## src/rtl/keypad_scanner.sv

```systemverilog
// 4x4 matrix keypad front end: column scan, row synchronizer, press/release
// debounce, and key-to-code mapping with a one-cycle digit strobe.
module keypad_scanner #(
  parameter int SCAN_DIV = 4,
  parameter int DEBOUNCE = 3
) (
  input  logic       clk,
  input  logic       reset,
  input  logic [3:0] row,
  output logic [3:0] col,
  output logic [3:0] digit,
  output logic       digit_valid,
  output logic       key_held
);

  localparam int DW = $clog2(SCAN_DIV);
  localparam int CW = $clog2(DEBOUNCE + 1);

  typedef enum logic [1:0] {
    S_SCAN,
    S_DEBOUNCE,
    S_WAIT_RELEASE
  } state_t;

  state_t          state;
  logic [3:0]      row_m;
  logic [3:0]      row_s;
  logic [DW-1:0]   div_cnt;
  logic            sample;
  logic [1:0]      row_idx;
  logic [1:0]      col_idx;
  logic [CW-1:0]   match_cnt;
  logic [CW-1:0]   rel_cnt;
  logic            row_single;
  logic            row_idle;
  logic [1:0]      hit_idx;
  logic [1:0]      cur_col;

  function automatic logic [3:0] key_code(input logic [1:0] r, input logic [1:0] c);
    case ({r, c})
      4'h0: key_code = 4'h1;
      4'h1: key_code = 4'h2;
      4'h2: key_code = 4'h3;
      4'h3: key_code = 4'hA;
      4'h4: key_code = 4'h4;
      4'h5: key_code = 4'h5;
      4'h6: key_code = 4'h6;
      4'h7: key_code = 4'hB;
      4'h8: key_code = 4'h7;
      4'h9: key_code = 4'h8;
      4'hA: key_code = 4'h9;
      4'hB: key_code = 4'hC;
      4'hC: key_code = 4'hE;
      4'hD: key_code = 4'h0;
      4'hE: key_code = 4'hF;
      default: key_code = 4'hD;
    endcase
  endfunction

  always_comb begin
    row_single = 1'b1;
    hit_idx    = 2'd0;
    case (row_s)
      4'b1110: hit_idx = 2'd0;
      4'b1101: hit_idx = 2'd1;
      4'b1011: hit_idx = 2'd2;
      4'b0111: hit_idx = 2'd3;
      default: row_single = 1'b0;
    endcase
  end

  assign row_idle = (row_s == 4'hF);

  always_comb begin
    cur_col = 2'd0;
    case (col)
      4'b1101: cur_col = 2'd1;
      4'b1011: cur_col = 2'd2;
      4'b0111: cur_col = 2'd3;
      default: cur_col = 2'd0;
    endcase
  end

  assign sample = (div_cnt == DW'(SCAN_DIV - 1));

  always_ff @(posedge clk or negedge reset) begin
    if (!reset) begin
      row_m   <= '1;
      row_s   <= '1;
      div_cnt <= '0;
    end else begin
      row_m   <= row;
      row_s   <= row_m;
      div_cnt <= sample ? '0 : div_cnt + DW'(1);
    end
  end

  // Decisions happen only on sample cycles; the strobe self-clears every cycle.
  always_ff @(posedge clk or negedge reset) begin
    if (!reset) begin
      state       <= S_SCAN;
      col         <= 4'b1110;
      digit       <= 4'h0;
      digit_valid <= 1'b0;
      key_held    <= 1'b0;
      row_idx     <= 2'd0;
      col_idx     <= 2'd0;
      match_cnt   <= '0;
      rel_cnt     <= '0;
    end else begin
      digit_valid <= 1'b0;
      if (sample) begin
        case (state)
          S_SCAN: begin
            if (row_single) begin
              row_idx   <= hit_idx;
              col_idx   <= cur_col;
              match_cnt <= CW'(1);
              if (DEBOUNCE == 1) begin
                digit       <= key_code(hit_idx, cur_col);
                digit_valid <= 1'b1;
                key_held    <= 1'b1;
                rel_cnt     <= '0;
                state       <= S_WAIT_RELEASE;
              end else begin
                state <= S_DEBOUNCE;
              end
            end else begin
              col <= {col[2:0], col[3]};
            end
          end
          S_DEBOUNCE: begin
            if (row_single && hit_idx == row_idx) begin
              if (match_cnt == CW'(DEBOUNCE - 1)) begin
                match_cnt   <= CW'(DEBOUNCE);
                digit       <= key_code(row_idx, col_idx);
                digit_valid <= 1'b1;
                key_held    <= 1'b1;
                rel_cnt     <= '0;
                state       <= S_WAIT_RELEASE;
              end else begin
                match_cnt <= match_cnt + CW'(1);
              end
            end else begin
              match_cnt <= '0;
              col       <= {col[2:0], col[3]};
              state     <= S_SCAN;
            end
          end
          S_WAIT_RELEASE: begin
            if (row_idle) begin
              if (rel_cnt == CW'(DEBOUNCE - 1)) begin
                key_held  <= 1'b0;
                rel_cnt   <= '0;
                match_cnt <= '0;
                col       <= {col[2:0], col[3]};
                state     <= S_SCAN;
              end else begin
                rel_cnt <= rel_cnt + CW'(1);
              end
            end else begin
              rel_cnt <= '0;
            end
          end
          default: state <= S_SCAN;
        endcase
      end
    end
  end

endmodule

```

## config.mk

```make
export PLATFORM = sky130hd
export DESIGN_NAME = keypad_scanner
export DESIGN_NICKNAME = d
export VERILOG_FILES = /design/src/rtl/keypad_scanner.sv
export SDC_FILE = /design/constraint.sdc
export NUM_CORES = 1
export LEC_CHECK = 0
export ABC_AREA = 1
export CAP_MARGIN = 20
export CORE_MARGIN = 2
export CORE_UTILIZATION = 40
export CTS_BUF_LIST = sky130_fd_sc_hd__clkbuf_8
export DETAILED_ROUTE_END_ITERATION = 8
export DONT_BUFFER_PORTS = 1
export GPL_TIMING_DRIVEN = 1
export SLEW_MARGIN = 25
export SYNTH_ARGS = -nofsm -noshare
export SYNTH_HDL_FRONTEND = slang
export SYNTH_SLANG_ARGS = --single-unit
export TNS_END_PERCENT = 10
```

## constraint.sdc

```tcl
create_clock -name clk -period 2.6 [get_ports clk]
set_input_delay 0.26 -clock clk [delete_from_list [all_inputs] [get_ports clk]]
set_output_delay 0.26 -clock clk [all_outputs]
set_load 0.02 [all_outputs]
```

---- Word level (Yosys, flattened, before mapping) ----
Memories as Yosys holds them, arrays and structs flattened. A register that Yosys moved wholly into a read port is not among the register bits.
Index checks and enable logic that the tools add are counted.
storage, ports and cells
  register bits ........................... 26
  memory bits (read-only) ................. 64
  input port bits ......................... 6
  output and inout port bits .............. 10
  word-level logic and storage cells ...... 82
  memories kept ........................... 1
operators by class
  add/subtract/negate cells ............... 3
  equality and inequality tests ........... 22
  mux-type cells .......................... 32
  reduce and logical (&&, ||, !) cells .... 13
memory list
  memory            words  bits a word  read ports  clocked after memory_dff  wr ports  line  text
  (name not given)  16     4            1           1                         0         40    case ({r, c})
operators with widths
  cell                 number
  $eq 4x4->1 const B   6
  $mux 2               12
  $pmux 2 s3           4
  $mux 4               4
  $ne 2x2->1 const B   7
  $pmux 4 s3           1
  $reduce_and 6->1     2
  $reduce_and 5->1     2
  $mux 1               9
  $eq 2x2->1 const B   4
  $eq 4x3->1 const B   2
  $reduce_and 4->1     2
  $add 2x1->2 const B  3
  $pmux 2 s2           1
  $reduce_or 4->1      1
  $ne 3x3->1 const B   1
  $reduce_and 3->1     1
  $reduce_bool 3->1    1
  $eq 2x1->1 const B   1
  $eq 2x2->1           1
  $logic_not 2->1      1
  $pmux 1 s2           1
  $reduce_bool 2->1    1
  $logic_and 1x1->1    1
  $logic_not 1->1      1

---- Longest topological paths before layout ----
Gate-level depths: netlist of run 1.
  word-level depth ........................ 7
  depth in mapped cells ................... 12

---- Least setup slack after synthesis of run 1 ----
No wires, ideal clock.
  path type ............................... flip-flop to flip-flop
  from .................................... reg state[1]
  to ...................................... reg rel_cnt[0]
  data arrival time ....................... 1352 ps
  data required time ...................... 2479 ps
  setup slack ............................. 1128 ps
  stages on the path, launching flop included .. 9
  buffers on the path ..................... 0
  clock period less this slack ............ 1472 ps
  cell sequence ........................... dfrtp_1 > inv_1 > ha_1 > inv_1 > nor2_1 > nor3_1 > nand2_1 > nand2_1 > o21ai_1
on the way
  longest elaborated chain between the ends .. 3
  elaborated cells between the ends (all ways) .. 7
  those cells by class .................... eq/ne (4); mux (1); reduce/logical (2)
ends and longest elaborated chain
  item                                                                     line  text
  start: declaration                                                       25    state_t state;
  start signal: assignment                                                 101   state <= S_SCAN;
  start signal: assignment                                                 124   state <= S_WAIT_RELEASE;
  start signal: assignment                                                 126   state <= S_DEBOUNCE;
  $eq 2x1->1 / $eq 2x2->1 (equally long branches)                          113   case (state)
  $ne 2x2->1 (no source line) / $reduce_bool 2->1 (equally long branches)  n/a
  $reduce_and 4->1 (no source line)                                        n/a
  end signal: assignment                                                   159   rel_cnt <= rel_cnt + CW'(1);
  end: declaration                                                         33    logic [CW-1:0] rel_cnt;
Parallel ways exist; a longest one is shown, timed or not.
A chain may end at the register's enable or synchronous reset.

---- Worst setup path after layout of run 1 ----
Same ends and word-level chain as after synthesis.

==> results of run 1 <==
cell families after synthesis:
| family | Yosys count | synth area share |
|---|---|---|
| and+or+nand+nor | 109 | 0.3328 |
| adders and majority gates | 10 | 0.07722 |
| xor gates and xnor gates | 1 | 0.005406 |
| AOI/OAI and AO/OA | 15 | 0.05173 |
| buffers and inverters | 26 | 0.06100 |
| DFF | 30 | 0.4718 |
power by group through the flow:
| stage | Clock (W) | Combinational (W) | Sequential, W |
|---|---|---|---|
| after floorplan | 0 | 0.000250 | 0.000563 |
| after global placement | 0 | 0.000283 | 0.000580 |
| after detailed placement | 0 | 0.000285 | 0.000582 |
| after CTS | 0.000393 | 0.000306 | 0.000573 |
| after global routing | 0.000414 | 0.000348 | 0.000581 |
| final | 0.000379 | 0.000304 | 0.000573 |
how the worst max path moves through the flow:
stage / slack, ns / cells past startpoint / end
3_3_place_gp: 0.97 / 8 / rel_cnt[0]$_DFFE_PN0P_
5_1_grt: 0.73 / 8 / rel_cnt[0]$_DFFE_PN0P_
2_1_floorplan: 1.13 / 8 / rel_cnt[0]$_DFFE_PN0P_
4_1_cts: 0.94 / 8 / rel_cnt[0]$_DFFE_PN0P_
3_5_place_dp: 0.94 / 8 / rel_cnt[0]$_DFFE_PN0P_
6_report: 0.95 / 8 / rel_cnt[0]$_DFFE_PN0P_
layer usage:
layer	track usage	up-vias	routed length [um]	share of wire
met3	0.05667	5	152	0.053
met5	0	-	0	0
met4	0.07653	0	71	0.025
met2	0.2194	22	1265	0.44
li1	-	631	-	-
met1	0.1771	557	1391	0.48
cell type report:
class / count / share of cell area
Timing Repair Buffer: 6 / 0.03812
Clock inverter: 2 / 0.004084
Sequential cell: 30 / 0.4159
Tap cell: 50 / 0.03404
Inverter: 25 / 0.05106
Multi-Input combinational cell: 135 / 0.4118
Clock buffer: 6 / 0.04493
sequential cells by signal, summed over array words and instances (netlist names):
| name | flops |
|---|---|
| col | 4 |
| row_s | 4 |
| digit | 4 |
| match_cnt | 2 |
| div_cnt | 2 |
| row_idx | 2 |
| state | 2 |
| digit_valid | 1 |
| rel_cnt | 2 |
| key_held | 1 |
| row_m | 4 |
| col_idx | 2 |
metrics by stage:
step	utilization	instances	instance area, um^2
finish	0.4662	254	1838
global route	0.4662	254	1838
CTS	0.4662	254	1838
detailed placement	0.4256	240	1678
global placement	0.4256	240	1678
floorplan	-	191	1620
critical path: cells and delay by family, from the launching register on:
family | cells | cell delay [ns]
compound gates | 1 | 0.05
fa+ha+maj | 1 | 0.26
flops | 1 | 0.39
simple gates | 4 | 0.62
buf+inv | 2 | 0.23
cell usage in the layout (no fill, tap or decap), drive strengths merged:
master and instances:
a21oi 4, a22o 1, and3 1, buf 1, clkbuf 6, dfrtp 19
dfstp 11, dlygate4sd3 5, ha 10, inv 27, nand2 59, nand3 21
nand4 3, nor2 20, nor3 2, nor4 1, o211ai 2, o21ai 8
or2 2, xor2 1
timing repair:
action	CTS	global route
buffers inserted	0	0
endpoints found under the hold margin	34	0
hold buffers	6	0
gates resized for setup	0	0
==> impl_metrics.ini, run 1 <==
[critical_path]
crit_required_ns = 2.78
startpoint = state[1]$_DFFE_PN0P_
cp_slowest_cell = dfrtp_1
cp.arrival_ns = 1.83
cpPeakStageDelay_ns = 0.39
path_max_fanout = 5
r2r_cells = 8
r2r_start = state[1]$_DFFE_PN0P_
crit_path_end_kind = flop
r2r-end = rel_cnt[0]$_DFFE_PN0P_
ff2ff_setup_slack_ns = 0.95
cp-start-kind = flop
crit_type = flop to flop
path_cells = inv_1, ha_1, inv_1, nor2_1, nor3_1, nand2_1, nand2_1, o21ai_1

[timing]
hold_slack_ns = 0.3548
fin_setup_tns_ns = 0
worst_slew_pin_slew_ns = 0.3928
slew_viol_final = 0
timing.fmax_mhz = 606.7
rsz0062_at_grt = false
slew_headroom = 0.7361
worst_slack_ns = 0.9517
setup_viol = 0
fin_skew_ns = 0.01110
fin_crit_ns = 1.648
hold_viol_final = 0
timing.final.crit_share = 0.6340

[synthesis]
synth_edf_count = 0
ys_ff_latch = 30
synth_area_um2 = 1620
syn_nets = 207
synthCells = 191
synth_area_leaders = dfrtp_1 29%, dfstp_2 18%, nand2_1 12%
synth_common_cells = 51 x nand2_1, 22 x inv_1, 19 x dfrtp_1, 19 x nand3_1, 15 x nor2_1
synthArstFlopShare = 1.000
ys.warnings.count = 0
synthMostInstantiatedCell = nand2_1
synth-main-ff-cell = dfrtp_1
ys_types = 26
synth_area_per_cell_um2 = 8.483
yosys.area.top_type = dfrtp_1
yosysTopAreaCellShare = 0.2934
seq_area_frac_synth = 0.4718

[power_and_ir_drop]
clkPwrFrac = 0.302
power_frac_seq = 0.456
power_density_nw_per_um2 = 683.4
switching_power_w = 0.0004265
power_w = 0.001256
p_leak_nw = 0.9210
switching_share = 0.3396
irDropWorstVdd_v = 0.0003041
pwr-share-comb = 0.242
intPower_w = 0.0008296

[cts]
path_clk_slew_ns = 0.07
clock_sinks = 30
cts_buffers = 5
cts_tree = built
cts_root_buffer = clkbuf_8
clock_latency_ns = 0.29
h-tree-depth = 2
clk_path_buf_depth = 2

[floorplanning]
io-pin-count = 16
dieHeight_um = 67.65
die_area_um2 = 4576
initial_core_util = 0.4110
fp-row-count = 23
core_area_um2 = 3943
die_width_um = 67.65

[worst_hold_path]
hp-start = row_m[0]$_DFF_PN1_
hold_depth = 0
hp-class = flop to flop
holdPathEnd = row_s[0]$_DFF_PN1_

[cells_and_area]
area_growth_pct = 13.44
antenna_cells = 0
final_layout_size_suffix_gt1_frac = 0.1912
multi_input_area_um2 = 757.0
fillerInstances = 371
final_nets = 219
seqCellArea_um2 = 764.5

[place]
dp_slack_ns = 0.9379
hpwlAfterDp_um = 2145
gp_congestion = 0.7881
portBuffers = 0

[detailed_routing]
routed_wirelength_um = 2881
drc_errors = 0
drt_iter0_markers = 49
first_pass_iters = 4
via_per_inst = 4.783
wl_per_cell_um = 11.34
ant_nets = 0
via_count = 1215

[run_status]
outcome = complete, no violations

[global_routing]
grt_pass1_wl_um = 4747
antenna_found_initial = 0
grt-ovfl-total = 0
grt_pass1_vias = 1086
track_usage = 0.1450
grt_max_degree = 31

[job]
cap_violations = 0
Power figures use the tool's default switching activity.
==> run 2, diff against run 1 <==
- clock period: 2.6 -> 1.4 ns (I/O delays scaled with it)
==> run 2 against run 1 <==
The run now ends with setup timing left; worst setup slack worse by 1.2 ns; non-clock buffer count is 20 higher; global-route usage is 0.94 points higher; critical path depth is 4 higher; first-iteration DRC count is 2.0% lower; count of clock-buffer cells in the layout stayed put; via count is 6.5% higher; critical path type unchanged; largest cell class is now multi-input combinational cells; largest power group unchanged; highest routed layer unchanged.
==> impl_metrics.ini, run 2 (same netlist as run 1, synthesis figures left out) <==
[timing]
slew_headroom = 0.7652
fin_skew_ns = 0.01156
rsz0062_at_grt = true
worst_slew_pin_slew_ns = 0.3490
timing.final.crit_share = 1.154
worst_slack_ns = -0.2158
hold_viol_final = 0
timing.fmax_mhz = 618.9
setup_viol = 20
fin_crit_ns = 1.616
slew_viol_final = 0

[detailed_routing]
drc_errors = 0
wl_per_cell_um = 11.10
drt_iter0_markers = 48
via_count = 1294
ant_nets = 0
via_per_inst = 4.723
routed_wirelength_um = 3041
first_pass_iters = 4

[cts]
cts_tree = built
h-tree-depth = 2
clock_latency_ns = 0.29
path_clk_slew_ns = 0.07
cts_buffers = 5
clock_sinks = 30
clk_path_buf_depth = 2
cts_root_buffer = clkbuf_8

[cells_and_area]
area_growth_pct = 26.25
final_cell_mix = 44 x nand2_1, 22 x inv_1, 19 x nand3_1, 19 x dfrtp_1, 17 x buf_4
seqCellArea_um2 = 764.5
fillerInstances = 359
multi_input_area_um2 = 797.0
antenna_cells = 0
final_common_cell = nand2_1
final_nets = 239
final_layout_size_suffix_gt1_frac = 0.3080
layoutNonFillerInstCount = 274

[power_and_ir_drop]
irDropWorstVdd_v = 0.0006745
p_leak_nw = 1.029
power_density_nw_per_um2 = 1221

[job]
cap_violations = 0

[critical_path]
cpPeakStageDelay_ns = 0.55
crit_type = flop to flop
crit_path_end_kind = flop
path_max_fanout = 3
cp.arrival_ns = 1.83
ff2ff_setup_slack_ns = -0.22
r2r_start = row_s[1]$_DFF_PN1_
cp_slowest_cell = dfstp_2
crit_path_end = match_cnt[0]$_DFFE_PN0P_
critPathTopFamily = simple AND/OR/NAND/NOR gates
cp-start-kind = flop
crit_required_ns = 1.62
r2r-end = match_cnt[0]$_DFFE_PN0P_
startpoint = row_s[1]$_DFF_PN1_
worst-path-stages = 12
r2r_cells = 12
path_buf_inv = 3
path_cells = buf_6, inv_1, nand2_1, nand2_2, nand2_1, nand2_1, nand2_2, nand2_2, nor2_4, buf_4, nand3_1, a21oi_1

[floorplanning]
die_width_um = 67.65
core_area_um2 = 3943
fp-row-count = 23
initial_core_util = 0.4110
die_area_um2 = 4576
io-pin-count = 16
dieHeight_um = 67.65

[place]
gp_congestion = 0.8065
dp_slack_ns = -0.1772
hpwlAfterDp_um = 2181
portBuffers = 0
placed_cells = 255

[global_routing]
grt_pass1_wl_um = 5209
grt_pass1_vias = 1187
antenna_found_initial = 0
track_usage = 0.1544
grt-ovfl-total = 0
grt_max_degree = 31

[worst_hold_path]
hp-class = input port to asynchronous set/reset pin

[run_status]
violations = setup timing
outcome = complete, but fails checks
## run 2: cell count changes in the layout (fill, tap and decap cells not counted), moves of 2 or more
cell / change
inv_1: -2
buf_6: +3
nand2_1: -7
o21ai_0: -3
buf_4: +17
o21ai_1: +3
nand2_2: +6
## run 2: worst min path at each step
| stage | start | to | slack (ns) | cells past startpoint |
|---|---|---|---|---|
| 5_1_grt | reset | match_cnt[1]$_DFFE_PN0P_ | 0.30 | 2 |
| 3_5_place_dp | reset | match_cnt[1]$_DFFE_PN0P_ | -0.15 | 0 |
| 2_1_floorplan | reset | col[0]$_DFFE_PN0P_ | -0.16 | 0 |
| 3_3_place_gp | reset | match_cnt[1]$_DFFE_PN0P_ | -0.15 | 0 |
| 6_report | reset | match_cnt[0]$_DFFE_PN0P_ | 0.29 | 2 |
| 4_1_cts | reset | match_cnt[1]$_DFFE_PN0P_ | 0.29 | 2 |
## run 2: power by group
group	switching [W]	leakage, nW	internal, W
sequential	0.0000813	0.368	0.000959
clock	0.000318	0.0524	0.000388
combinational	0.000444	0.609	0.000309
## run 2: layout make-up
type	count	area share
flip-flops and latches	30	0.3737
repair buffers	26	0.1131
inverters	25	0.04832
clock buffers	6	0.04037
multi-input cells	135	0.3896
well taps	50	0.03058
clock inverters	2	0.004281
## run 2: repair_timing
item | 4_1_cts | 5_1_grt
gates resized for setup | 9 | 10
pin swaps | 2 | 6
hold buffers | 6 | 0
buffers inserted | 4 | 1
setup endpoints to repair | 19 | 20
endpoints found under the hold margin | 34 | 0
## run 2: layer usage
layer | up-vias | track usage | part of all wire
met4 | 0 | 0.06122 | 0.018
met5 | - | 0 | 0
li1 | 670 | - | -
met1 | 596 | 0.1925 | 0.49
met2 | 23 | 0.2365 | 0.46
met3 | 5 | 0.06333 | 0.037
## run 2: metrics by stage
step	util	cell area, um^2	hold WS, ns	setup TNS (ns)	power, W
finish	0.5189	2046	0.2874	-3.042	0.002499
global placement	0.4554	1795	-0.1548	-1.841	0.001711
floorplan	-	1625	-0.1556	-0.07937	0.001516
detailed placement	0.4554	1795	-0.1550	-2.099	0.001707
global route	0.5189	2046	0.2981	-5.505	0.002693
CTS	0.5100	2011	0.2922	-2.677	0.002487
==> run 3, diff against run 2 <==
- CORE_MARGIN: 2 -> unset
- PLACE_DENSITY_LB_ADDON: unset -> 0.2
==> run 3 against run 2 <==
The flow still finishes with violations (setup timing); worst setup slack better by 0.019 ns; clock power is 54% higher; critical path depth is 2 lower; design area is 4.4% higher; count of clock-buffer cells in the layout stayed put; wire length is 11% higher; sequential share of layout area is 1.6 points lower; clock skew is 0.0065 ns lower; power is 19% higher.
==> impl_metrics.ini, run 3 (same netlist as run 1, synthesis figures left out) <==
[run_status]
outcome = complete, but fails checks
violations = setup timing

[critical_path]
crit_type = flop to flop
path_cells = nand2_2, nand2_1, nand2_4, inv_2, buf_4, nor2_4, nor2_4, nand2_4, nand2_1, nand2_1
crit_path_end_kind = flop
cp.arrival_ns = 1.78
startpoint = row_s[1]$_DFF_PN1_
ff2ff_setup_slack_ns = -0.20
crit_required_ns = 1.58
path_max_fanout = 5
cp-start-kind = flop
cpMostUsedCell = nand2_1
r2r_start = row_s[1]$_DFF_PN1_
cpPeakStageDelay_ns = 0.56
cp_slowest_cell = dfstp_2

[detailed_routing]
routed_wirelength_um = 3378
drc_errors = 0
wl_per_cell_um = 12.24
ant_nets = 0
drt_iter0_markers = 51
first_pass_iters = 4
via_count = 1347
via_per_inst = 4.880

[cts]
cts_tree = built
clock_sinks = 30
h-tree-depth = 2
clock_latency_ns = 0.29
path_clk_slew_ns = 0.06
cts_buffers = 5
clk_path_buf_depth = 2
cts_root_buffer = clkbuf_8

[cells_and_area]
area_growth_pct = 31.81
final_layout_size_suffix_gt1_frac = 0.3596
utilization = 0.5664
final_nets = 243
antenna_cells = 0
final_cell_mix = 42 x nand2_1, 23 x buf_4, 20 x inv_1, 19 x nand3_1, 19 x dfrtp_1
final_common_cell = nand2_1

[timing]
fin_setup_tns_ns = -2.708
slew_headroom = 0.8077
slew_viol_final = 0
timing.final.crit_share = 1.141
worst_slew_pin_slew_ns = 0.2861
worst_slack_ns = -0.1971
rsz0062_at_grt = true
fin_crit_ns = 1.597
fin_skew_ns = 0.005089
setup_viol = 20
hold_viol_final = 0
timing.fmax_mhz = 626.1

[power_and_ir_drop]
p_leak_nw = 1.068
power_frac_seq = 0.357
switching_share = 0.3020
pwr-share-comb = 0.277
clkPwrFrac = 0.367
irDropWorstVdd_v = 0.0006512
switching_power_w = 0.0008951
power_density_nw_per_um2 = 1388
intPower_w = 0.002069

[global_routing]
track_usage = 0.1931
grt_max_degree = 31
grt_pass1_wl_um = 6051
grt_pass1_vias = 1401
grt-ovfl-total = 0
antenna_found_initial = 0

[floorplanning]
fp-row-count = 22
initial_core_util = 0.4297
core_area_um2 = 3771
die_width_um = 65.65
dieHeight_um = 65.65
die_area_um2 = 4309
io-pin-count = 16

[place]
gp_congestion = 0.8257
portBuffers = 0
hpwlAfterDp_um = 2548

[worst_hold_path]
hp-class = input port to asynchronous set/reset pin

[job]
cap_violations = 0
run 3: cell count changes in the layout (fill, tap and decap cells not counted), sizes merged:
cell and delta:
clkinv -1, buf +4, inv -1, bufinv +2
run 3: layout make-up:
class | count | area [um^2]
clock buffers | 6 | 82.58
clock inverters | 2 | 60.06
fillers | 331 | 1635
inverters | 25 | 93.84
multi-input cells | 135 | 820.8
flip-flops and latches | 30 | 764.5
well taps | 48 | 60.06
repair buffers | 30 | 254.0
run 3: stage by stage:
stage               power (W)  std cells  setup slack (ns)  instance area, um^2  hold slack (ns)
floorplan            0.001516        191          -0.04676                 1625          -0.1556
global placement     0.001739        258           -0.1799                 1831          -0.1548
detailed placement   0.001770        258           -0.2054                 1831          -0.1550
CTS                  0.002968        275           -0.2057                 2106           0.3017
global route         0.003142        276           -0.3048                 2136           0.3100
finish               0.002964        276           -0.1971                 2136           0.3042
run 3: worst max-delay path, delay by kind of cell, from the launching register on:
family / cells / cell delay (ns)
buf+inv: 2 / 0.24
flops: 1 / 0.56
simple gates: 8 / 0.68
run 3: power groups by stage:
stage / Combinational, W / Clock, W / Sequential, W
2_1_floorplan: 0.000472 / 0 / 0.00104
3_3_place_gp: 0.000679 / 0 / 0.00106
3_5_place_dp: 0.000701 / 0 / 0.00107
4_1_cts: 0.000792 / 0.00112 / 0.00106
5_1_grt: 0.000926 / 0.00115 / 0.00107
6_report: 0.000820 / 0.00109 / 0.00106
run 3: layer usage:
metal  vias to the layer above  share of wire  global-route usage  routed length, um
li1                        678              -                   -                  -
met1                       622           0.42              0.2202               1427
met2                        38           0.50              0.3240               1684
met3                         9          0.054             0.05208                182
met4                         0          0.025              0.1060                 84
met5                         -              0                   0                  0
run 3: worst paths after layout:
path	endpoint	cells after the start
min	digit[1]$_DFFE_PN0P_	2
max	col[0]$_DFFE_PN0P_	10
max reg2reg	col[0]$_DFFE_PN0P_	10
min reg2reg	row_s[3]$_DFF_PN1_	0
min in group clk	row_s[3]$_DFF_PN1_	0
max in group asynchronous	row_m[3]$_DFF_PN1_	2
run 3: what timing repair did:
item / 4_1_cts / 5_1_grt
endpoints found under the setup margin: 20 / 20
endpoints found under the hold margin: 34 / 0
cloned: 0 / 0
resized for setup: 13 / 9
pin swaps: 7 / 6
setup buffers: 3 / 1
hold buffers: 6 / 0
